$ cat src/rtl/operand_gen_pkg.sv
// operand_gen_pkg: shared FSM states, corner operand pairs and the LFSR safe seed for operand_gen.
package operand_gen_pkg;

    typedef enum logic [2:0] {
        S_IDLE,
        S_LOAD,
        S_FETCH_A,
        S_FETCH_B,
        S_PRESENT,
        S_DONE
    } state_t;

    localparam logic [31:0] LFSR_SAFE_SEED = 32'h0000_0001;

    // Index 0 is the first corner pair issued.
    localparam logic [3:0][31:0] CORNER_A = {32'h0000_0001, 32'h8000_0000, 32'hFFFF_FFFF, 32'h0000_0000};
    localparam logic [3:0][31:0] CORNER_B = {32'hFFFF_FFFF, 32'h7FFF_FFFF, 32'hFFFF_FFFF, 32'h0000_0000};

endpackage

$ cat src/rtl/operand_gen.sv
// operand_gen: seeds/steps an external LFSR and issues (A, B) operand pairs over valid/ready.
// Define OPERAND_GEN_CORNER_EN to prefix every run with four fixed corner pairs.
module operand_gen
    import operand_gen_pkg::*;
#(
    parameter int unsigned NUM_VECTORS = 0
) (
    input  logic        clk,
    input  logic        reset_n,
    input  logic        i_start,
    input  logic [31:0] i_seed,
    output logic        o_rnd_reset,
    output logic        o_rnd_enable,
    output logic [31:0] o_rnd_initial,
    input  logic [31:0] i_rnd,
    output logic [31:0] o_a,
    output logic [31:0] o_b,
    output logic        o_valid,
    input  logic        i_ready,
    output logic        o_last,
    output logic        o_busy,
    output logic [31:0] o_count
);

    localparam logic [31:0] LAST_IDX = 32'(NUM_VECTORS - 1);

    state_t      r_state, w_next;
    logic [31:0] r_seed, r_a, r_b, r_count;
    logic        w_start, w_hs, w_final, w_corner;

    assign w_start = i_start && (r_state == S_IDLE || r_state == S_DONE);
    assign w_hs    = r_state == S_PRESENT && i_ready;
    assign w_final = NUM_VECTORS != 0 && r_count == LAST_IDX;

`ifdef OPERAND_GEN_CORNER_EN
    logic [2:0] r_idx;
    assign w_corner = ~r_idx[2];
`else
    assign w_corner = 1'b0;
`endif

    always_ff @(posedge clk or negedge reset_n) begin
        if (!reset_n) r_state <= S_IDLE;
        else          r_state <= w_next;
    end

    // Corner pairs loop LOAD -> PRESENT; each LOAD reloads the seed so random vectors start from it.
    always_comb begin
        w_next = r_state;
        case (r_state)
            S_IDLE, S_DONE: w_next = i_start ? S_LOAD : r_state;
            S_LOAD:         w_next = w_corner ? S_PRESENT : S_FETCH_A;
            S_FETCH_A:      w_next = S_FETCH_B;
            S_FETCH_B:      w_next = S_PRESENT;
            S_PRESENT:      w_next = !i_ready ? S_PRESENT : w_final ? S_DONE : w_corner ? S_LOAD : S_FETCH_A;
            default:        w_next = S_IDLE;
        endcase
    end

    always_ff @(posedge clk or negedge reset_n) begin
        if (!reset_n) begin
            r_seed  <= '0;
            r_a     <= '0;
            r_b     <= '0;
            r_count <= '0;
`ifdef OPERAND_GEN_CORNER_EN
            r_idx   <= '0;
`endif
        end else begin
            if (w_start) begin
                r_seed  <= (i_seed == '0) ? LFSR_SAFE_SEED : i_seed;
                r_count <= '0;
            end
            if (r_state == S_FETCH_A) r_a <= i_rnd;
            if (r_state == S_FETCH_B) r_b <= i_rnd;
            if (w_hs) r_count <= r_count + 32'd1;
`ifdef OPERAND_GEN_CORNER_EN
            if (w_start) r_idx <= '0;
            else if (r_state == S_LOAD && w_corner) begin
                r_a   <= CORNER_A[r_idx[1:0]];
                r_b   <= CORNER_B[r_idx[1:0]];
                r_idx <= r_idx + 3'd1;
            end
`endif
        end
    end

    assign o_rnd_reset   = r_state == S_LOAD;
    assign o_rnd_enable  = r_state == S_FETCH_A || r_state == S_FETCH_B;
    assign o_rnd_initial = r_seed;
    assign o_a           = r_a;
    assign o_b           = r_b;
    assign o_valid       = r_state == S_PRESENT;
    assign o_last        = o_valid && w_final;
    assign o_busy        = !(r_state == S_IDLE || r_state == S_DONE);
    assign o_count       = r_count;

endmodule

$ cat config.mk
export PLATFORM = sky130hd
export DESIGN_NAME = operand_gen
export DESIGN_NICKNAME = d
export VERILOG_FILES = /design/src/rtl/operand_gen_pkg.sv /design/src/rtl/operand_gen.sv
export SDC_FILE = /design/constraint.sdc
export NUM_CORES = 1
export LEC_CHECK = 0
export CORE_ASPECT_RATIO = 0.75
export CORE_MARGIN = 2
export CORE_UTILIZATION = 45
export DETAILED_ROUTE_END_ITERATION = 6
export PLACE_DENSITY = 0.8
export SYNTH_ARGS = -nofsm -noshare
export SYNTH_HDL_FRONTEND = slang
export SYNTH_SLANG_ARGS = --single-unit
export TNS_END_PERCENT = 5
$ cat constraint.sdc
create_clock -name clk -period 2.2 [get_ports clk]
set_input_delay 0.44 -clock clk [delete_from_list [all_inputs] [get_ports clk]]
set_output_delay 0.44 -clock clk [all_outputs]
set_load 0.01 [all_outputs]
==> results of run 1 <==
area by class of cell:
cell class | count | share of cell area (%)
repair buffers | 218 | 25.47
well taps | 166 | 2.434
clock buffers | 21 | 5.630
multi-input cells | 321 | 24.98
inverters | 4 | 0.1906
clock inverters | 11 | 2.859
flip-flops and latches | 131 | 38.44
synthesized netlist by cell type, types with 2 or more instances:
master | instances | area [µm²]
dfrtp_1 | 131 | 3278
nand2_1 | 127 | 476.7
mux2_2 | 65 | 732.0
nand4_1 | 20 | 125.1
mux2i_1 | 19 | 190.2
nand3_1 | 15 | 75.07
buf_2 | 13 | 65.06
o21ai_0 | 11 | 55.05
clkbuf_1 | 8 | 30.03
nor2_1 | 8 | 30.03
nor4_1 | 8 | 50.05
a21oi_1 | 6 | 30.03
and2_1 | 4 | 25.02
o41ai_1 | 4 | 35.03
and3_1 | 3 | 18.77
inv_1 | 3 | 11.26
nor3_1 | 3 | 15.01
o311ai_0 | 3 | 26.28
or3_1 | 3 | 18.77
a31oi_1 | 2 | 12.51
buf_6 | 2 | 22.52
nor4_4 | 2 | 42.54
o21bai_1 | 2 | 15.01
xnor2_1 | 2 | 17.52
worst max-delay path, stage by stage, from the launching register on:
cell and delay, ns:
dfrtp_2 0.49, xnor2_1 0.17, nand2_1 0.07, clkdlybuf4s50_1 0.57
state kept, by name, indices dropped and copies added (netlist names):
register	count
o_b	32
o_a	32
o_count	32
r_state	3
o_rnd_initial	32
where the power goes:
group | switching, mW | internal (mW) | leakage, nW | total (mW)
Combinational | 1.99 | 2.70 | 1.82 | 4.69
Clock | 1.05 | 2.37 | 0.351 | 3.42
Sequential | 0.554 | 3.36 | 1.63 | 3.91
Total | 3.59 | 8.43 | 3.80 | 12.0
through the flow:
step / TNS [ns] / cell area (µm²) / cells / hold WS (ns) / util, %
finish: 0 / 8534 / 872 / 0.4741 / 70.36
detailed placement: 0 / 7777 / 837 / 0.4065 / 64.12
CTS: -0.03001 / 8532 / 872 / 0.4795 / 70.34
global route: 0 / 8534 / 872 / 0.5031 / 70.36
floorplan: 0 / 5537 / 480 / 0.1444 / -
global placement: 0 / 7777 / 837 / 0.4017 / 64.12
timing repair:
action                     CTS  global route
setup endpoints to repair    4             1
hold buffers                 1             0
setup buffers                2             0
hold endpoints to repair    27             0
pin swaps                    0             0
resized for setup            5             1
final timing paths:
| check | to | slack (ns) | start | depth (start not counted) |
|---|---|---|---|---|
| min in group asynchronous | o_rnd_initial[5] | 0.54 | reset_n | 2 |
| setup / recovery | o_busy | 0.06 | r_state[2] | 3 |
| hold / removal | o_rnd_initial[4] | 0.47 | o_rnd_initial[4] | 2 |
| setup reg to reg | o_count[12] | 0.25 | o_count[0] | 5 |
| max in group asynchronous | o_b[15] | 1.03 | reset_n | 3 |
| hold reg to reg | o_rnd_initial[4] | 0.47 | o_rnd_initial[4] | 2 |
logic make-up after synthesis:
family | synth area share, %
buffers and inverters | 2.531
DFF | 59.21
xor gates and xnor gates | 0.4747
AOI/OAI and AO/OA | 3.277
and+or+nand+nor | 17.56
muxes | 16.66
other | 0.06773
adders and majority gates | 0.2260
per-layer routing:
layer | share of wire (%) | track usage, % | vias up | wire length (µm)
met3 | 12 | 10.56 | 26 | 1768
met1 | 39 | 28.00 | 2289 | 6009
met5 | 0 | 0 | - | 0
li1 | - | - | 2102 | -
met2 | 48 | 39.30 | 221 | 7300
met4 | 1.5 | 8.696 | 0 | 237
==> metrics, run 1 <==
CORE AREA 12,130 µm²; Syn Inst Count 480; routed wire length 15,320 µm; die height 100.1 µm; layout cells sized above 1 17.99%; crit end category output port; CTS Buf Count 17; CTS tree yes; critical path class flip-flop to output port; Pleak 3.797 nW; port bufs 199; status finished clean; H-tree levels 4; sinks on the clock net 131; CP required 1.76 ns; Placer Congestion 0.8493; most frequent cells in the layout clkdlybuf4s50_1 (196), dfrtp_1 (129), nand2_1 (127); #FFs+latches synth 131; actual slew at the worst max-slew pin 0.7031 ns; Clock Tree Buf Depth 2; synth warn 0; Layout Nets 762; GRT Overall Usage 23.86%; final hold viol count 0; Wirelength per Cell 17.56 µm; Slew Limit Headroom 52.74%; VDD IR max 1051 µV; residual DRC count 0; Top Ports 201; FP Rows 35; drt initial violations 419; largest net degree at the start of global routing 55; RSZ-0062 raised after global routing no; Mean Syn Cell Area 11.53 µm²; critical path startpoint category flip-flop; most common cell after layout, fill and taps aside clkdlybuf4s50_1; total power 12.02 mW; Clock Latency Late Sink 0.41 ns; vias in the first global route 4,901; Netlist cell types 40; fin. max-slew vios 0; Die X 132.1 µm; post-synthesis cell area 5537 µm²; DRT Pass-1 Iters 5; Multi-input gate area 2132 µm²; diode count 0; grt total ovfl 0; fin crit share 97.26%; Worst Path Max Fanout 11; DP Worst Slack 0.004166 ns; Setup Skew 0.01002 ns; Max Cap Violations 0; Post-synth EDFFs 0; minimum clock period 2.140 ns; clock-pin slew on the worst setup and hold paths 0.06 ns; die area 13,220 µm²; f_max 467.4 MHz; Initial Utilization 45.64%; first-pass GRT wire length 24,810 µm; post-synthesis sequential area ratio 59.21%; Setup Viol. Count Final 0; setup ws final 0.06034 ns; vias per cell 5.319; Post-DP HPWL 10,770 µm; Mapped Nets 549; initial antenna violation count 0; Worst EP arrival 1.70 ns; pwr dens 1408 nW/µm²; detailed-route via count 4,638; Reg area 3281 µm²; Main synth FF type dfrtp_1; area delta synth->final 54.15%; Fillers 848; HP Class flip-flop to flip-flop; Post-synth ARST share 100.0%; root buf cell clkbuf_16; post-route ant nets 0
Note: power is estimated with default switching activity, not from simulation.
==> inputs of run 2 (changes only) <==
GPL_TIMING_DRIVEN = 0   (was not set)
==> run 2 against run 1 <==
Net effect:
- die area stayed put
- largest power group unchanged
- first-iteration DRC count down 43%
- critical path type unchanged
- global-route usage up 0.13 points
- highest routed layer unchanged
==> metrics, run 2 (synthesis gave the netlist of run 1 again) <==
GRT Overall Usage 24.00%; die height 100.1 µm; WL met2 7213 µm; DRT Pass-1 Iters 5; drt initial violations 239; root buf cell clkbuf_16; buffer and inverter count on the worst path 2; clock-pin slew on the worst setup and hold paths 0.06 ns; Slew Limit Headroom 50.81%; actual slew at the worst max-slew pin 0.7323 ns; met3 WL 1542 µm; most frequent cells in the layout clkdlybuf4s50_1 (194), dfrtp_1 (131), nand2_1 (127); minimum clock period 2.037 ns; area delta synth->final 52.05%; sinks on the clock net 131; status finished clean; CORE AREA 12,130 µm²; Fillers 911; Top Ports 201; fin. max-slew vios 0; pwr dens 1368 nW/µm²; most common cell after layout, fill and taps aside clkdlybuf4s50_1; Worst Path Max Fanout 10; residual DRC count 0; Post-DP HPWL 10,940 µm; CP required 1.76 ns; Setup Viol. Count Final 0; first-pass GRT wire length 24,690 µm; initial antenna violation count 0; FP Rows 35; RSZ-0062 raised after global routing no; f_max 490.9 MHz; post-route ant nets 0; Die X 132.1 µm; length of routed wiring on met1 6081 µm; grt total ovfl 0; CP delay by family, top buffers and inverters; crit end category output port; detailed-route via count 4,471; VDD IR max 916.3 µV; Clock Latency Late Sink 0.41 ns; layout cells sized above 1 17.11%; Setup Skew 0.007204 ns; routed wire length 14,980 µm; Placer Congestion 0.8434; Layout Nets 769; Top Layer Used met4; total power 11.51 mW; final setup TNS 0 ns; CTS Buf Count 17; vias in the first global route 4,766; Setup Fix Bufs, Post-CTS 0; Initial Utilization 45.64%; port bufs 199; CP max stage cell dfrtp_1; Crit path largest cell delay 0.37 ns; critical path class flip-flop to output port; largest net degree at the start of global routing 104; Cell Area, Placed 7765 µm²; CP cell instances buf_2 > nor2b_1 > and2_1 > dlygate4sd2_1; critical path startpoint category flip-flop; Worst EP arrival 1.60 ns; die area 13,220 µm²; design area 8418 µm²; CTS tree yes; final hold viol count 0; Pleak 3.749 nW; Wirelength per Cell 17.04 µm; HP Class input pin to async pin; H-tree levels 4; diode count 0; vias per cell 5.086; Max Cap Violations 0; Clock Tree Buf Depth 2; fin crit share 92.59%
==> run 2: changes by cell type in the layout (fill, tap and decap cells not counted), moves of 3 or more <==
| cell | change |
|---|---|
| buf_6 | +3 |
| clkbuf_1 | +9 |
| buf_2 | +13 |
| buf_12 | -3 |
| buf_4 | -15 |
| bufinv_16 | -3 |
==> run 2: report_power, final <==
part           switching [mW]  total, mW  internal, mW  leakage, nW
combinational            2.01       4.64          2.63         1.82
sequential              0.517       3.87          3.35         1.63
clock                    1.04       3.00          1.96        0.303
==> run 2: area by class of cell <==
class                      instances  area [µm²]  share of cell area [%]
inverter                           4       16.27                  0.1932
multi-input combinational        321        2126                   25.25
clock buffer                      20       456.7                   5.425
timing repair buffer             201        2029                   24.11
clock inverter                    12       178.9                   2.125
sequential                       131        3278                   38.94
buffer                            24       125.1                   1.486
tap                              166       207.7                   2.467
==> run 2: path summary, 6_finish.rpt <==
check,cells past startpoint,slack (ns),end,start
max in group asynchronous,3,0.93,o_count[13],reset_n
max reg2reg,6,0.17,o_count[31],r_state[1]
min in group clk,2,0.47,o_rnd_initial[9],o_rnd_initial[9]
min reg2reg,2,0.47,o_rnd_initial[9],o_rnd_initial[9]
max,4,0.16,o_rnd_reset,r_state[2]
min,2,0.47,o_rnd_initial[28],reset_n
==> run 2: metrics by stage <==
step / hold WS [ns] / setup slack [ns] / std cells / utilization, %
3_5_place_dp: 0.3346 / -0.1738 / 846 / 64.01
5_1_grt: 0.5004 / 0.01970 / 879 / 69.40
4_1_cts: 0.4762 / -0.07399 / 879 / 69.31
6_report: 0.4700 / 0.1630 / 879 / 69.40
3_3_place_gp: 0.4604 / -4.295 / 845 / 63.78
2_1_floorplan: 0.1444 / 0.5076 / 480 / -
==> run 2: per-layer routing <==
layer,vias to the layer above,GRT usage (%)
met4,0,7.023
met3,15,11.31
met2,167,39.18
met5,-,0
met1,2181,28.67
li1,2108,-
==> run 2: timing repair <==
item,CTS,global route
gates resized for setup,4,2
pin swaps,0,1
hold endpoints to repair,28,0
endpoints found under the setup margin,4,2
hold buffers,1,0
==> run 2: worst register-to-register path, cell delays in order, from the launching register on <==
cell,delay [ns]
dfrtp_1,0.36
buf_2,0.16
nand4bb_1,0.22
buf_6,0.18
nor4_4,0.58
nand4_1,0.24
mux2i_1,0.17
==> inputs of run 3 (changes only) <==
CTS_CLUSTER_DIAMETER = 200   (was not set)
REMOVE_ABC_BUFFERS = 1   (was not set)
==> run 3 against run 2 <==
Net effect:
- maximum frequency fell by 6.1%
- critical endpoint is now o_busy
- cell area fell by 0.34%
- clock skew rose by 0.00079 ns
==> metrics, run 3 (synthesis gave the netlist of run 1 again) <==
clock share of power 25.7%; Clock Latency Late Sink 0.41 ns; CORE AREA 12,130 µm²; Setup Viol. Count Final 0; CP required 1.76 ns; critical path class flip-flop to output port; Post-DP HPWL 10,170 µm; Die X 132.1 µm; GRT Overall Usage 22.11%; grt total ovfl 0; Wirelength per Cell 16.65 µm; Top Ports 201; sinks on the clock net 131; setup ws final 0.03097 ns; met3 WL 1281 µm; HP Class flip-flop to flip-flop; RSZ-0062 raised after global routing yes; Worst EP arrival 1.73 ns; dpl cells 825; Placer Congestion 0.7629; total power 11.47 mW; first-pass GRT wire length 23,040 µm; largest net degree at the start of global routing 103; Pleak 3.706 nW; die area 13,220 µm²; Layout Nets 749; final non-filler cell total 859; combinational share of power 40.2%; Worst Path Max Fanout 11; most frequent cells in the layout clkdlybuf4s50_1 (195), dfrtp_1 (128), nand2_1 (126); vias per cell 5.161; f_max 461.0 MHz; vias in the first global route 4,556; Slew Limit Headroom 42.80%; DP Worst Slack -0.4486 ns; H-tree levels 4; pwr dens 1368 nW/µm²; die height 100.1 µm; Clock Tree Buf Depth 2; Net Sw Frac 30.70%; port bufs 199; layout cells sized above 1 16.74%; post-route ant nets 0; initial antenna violation count 0; Psw 3.522 mW; routed wire length 14,310 µm; VDD IR max 905.3 µV; CTS Buf Count 17; clock-pin slew on the worst setup and hold paths 0.05 ns; most common cell after layout, fill and taps aside clkdlybuf4s50_1; root buf cell clkbuf_16; length of routed wiring on met1 5823 µm; fin. max-slew vios 0; DRT Pass-1 Iters 5; WL met2 7082 µm; crit end category output port; residual DRC count 0; area delta synth->final 51.53%; Final Util 69.16%; drt initial violations 162; Top Layer Used met4; final hold viol count 0; FP Rows 35; detailed-route via count 4,433; minimum clock period 2.169 ns; Initial Utilization 45.64%; Setup Skew 0.007997 ns; CTS tree yes; status finished clean; share of total power in sequential cells 34.2%; critical path startpoint category flip-flop; Max Cap Violations 0; Int Pwr 7.951 mW; fin crit share 98.59%; actual slew at the worst max-slew pin 0.8549 ns; diode count 0
## run 3: cell types whose count changed in the layout (fill, tap and decap cells not counted), moves of 2 or more
cell	before	now
buf_16	1	3
buf_2	13	0
buf_6	3	1
clkbuf_1	9	3
clkbuf_8	2	0
dfrtp_1	131	128
dfrtp_2	0	3
dlygate4sd2_1	3	1
## run 3: final timing paths
check / startpoint / end / slack, ns / cells past startpoint
setup / recovery: r_state[2] / o_busy / 0.03 / 3
hold / removal: o_rnd_initial[8] / o_rnd_initial[8] / 0.47 / 2
setup reg to reg: o_count[1] / o_count[30] / 0.19 / 5
hold reg to reg: o_rnd_initial[8] / o_rnd_initial[8] / 0.47 / 2
max in group asynchronous: reset_n / r_state[0] / 0.89 / 3
min in group asynchronous: reset_n / o_b[23] / 0.49 / 2
## run 3: worst max-delay path, stage by stage (launching register included)
cell             delay [ns]
dfrtp_2                0.50
xnor2_2                0.19
nand2_1                0.08
clkdlybuf4s50_1        0.55
## run 3: area by class of cell
class,count,area (µm²)
fill,870,3741
sequential,131,3282
multi-input combinational,321,2148
timing repair buffer,205,2117
clock buffer,20,436.7
tap,166,207.7
clock inverter,12,181.4
inverter,4,16.27
## run 3: metrics by stage
step / setup TNS, ns / hold WS (ns) / instance area [µm²]
4_1_cts: -0.01099 / 0.4638 / 8379
5_1_grt: -0.04603 / 0.4943 / 8389
3_5_place_dp: -14.04 / 0.3318 / 7729
6_report: 0 / 0.4734 / 8389
2_1_floorplan: -10.26 / 0.1444 / 5411
3_3_place_gp: -651.45 / 0.4578 / 7611
## run 3: per-layer routing
layer,GRT usage (%),vias to the layer above
li1,-,2076
met2,36.66,166
met5,0,-
met3,9.141,13
met1,26.86,2178
met4,6.271,0
## run 3: repair_timing
item | CTS | global route
buffers inserted | 1 | 0
endpoints found under the setup margin | 56 | 16
pin swaps | 1 | 1
hold buffers | 1 | 0
resized for setup | 8 | 3
endpoints found under the hold margin | 29 | 0
## run 3: power groups by stage
stage	combinational (mW)	sequential (mW)	clock, mW
2_1_floorplan	1.52	4.29	0
3_3_place_gp	4.39	3.87	0
3_5_place_dp	4.61	3.94	0
4_1_cts	4.66	3.93	2.99
5_1_grt	4.93	4.05	3.12
6_report	4.61	3.92	2.94
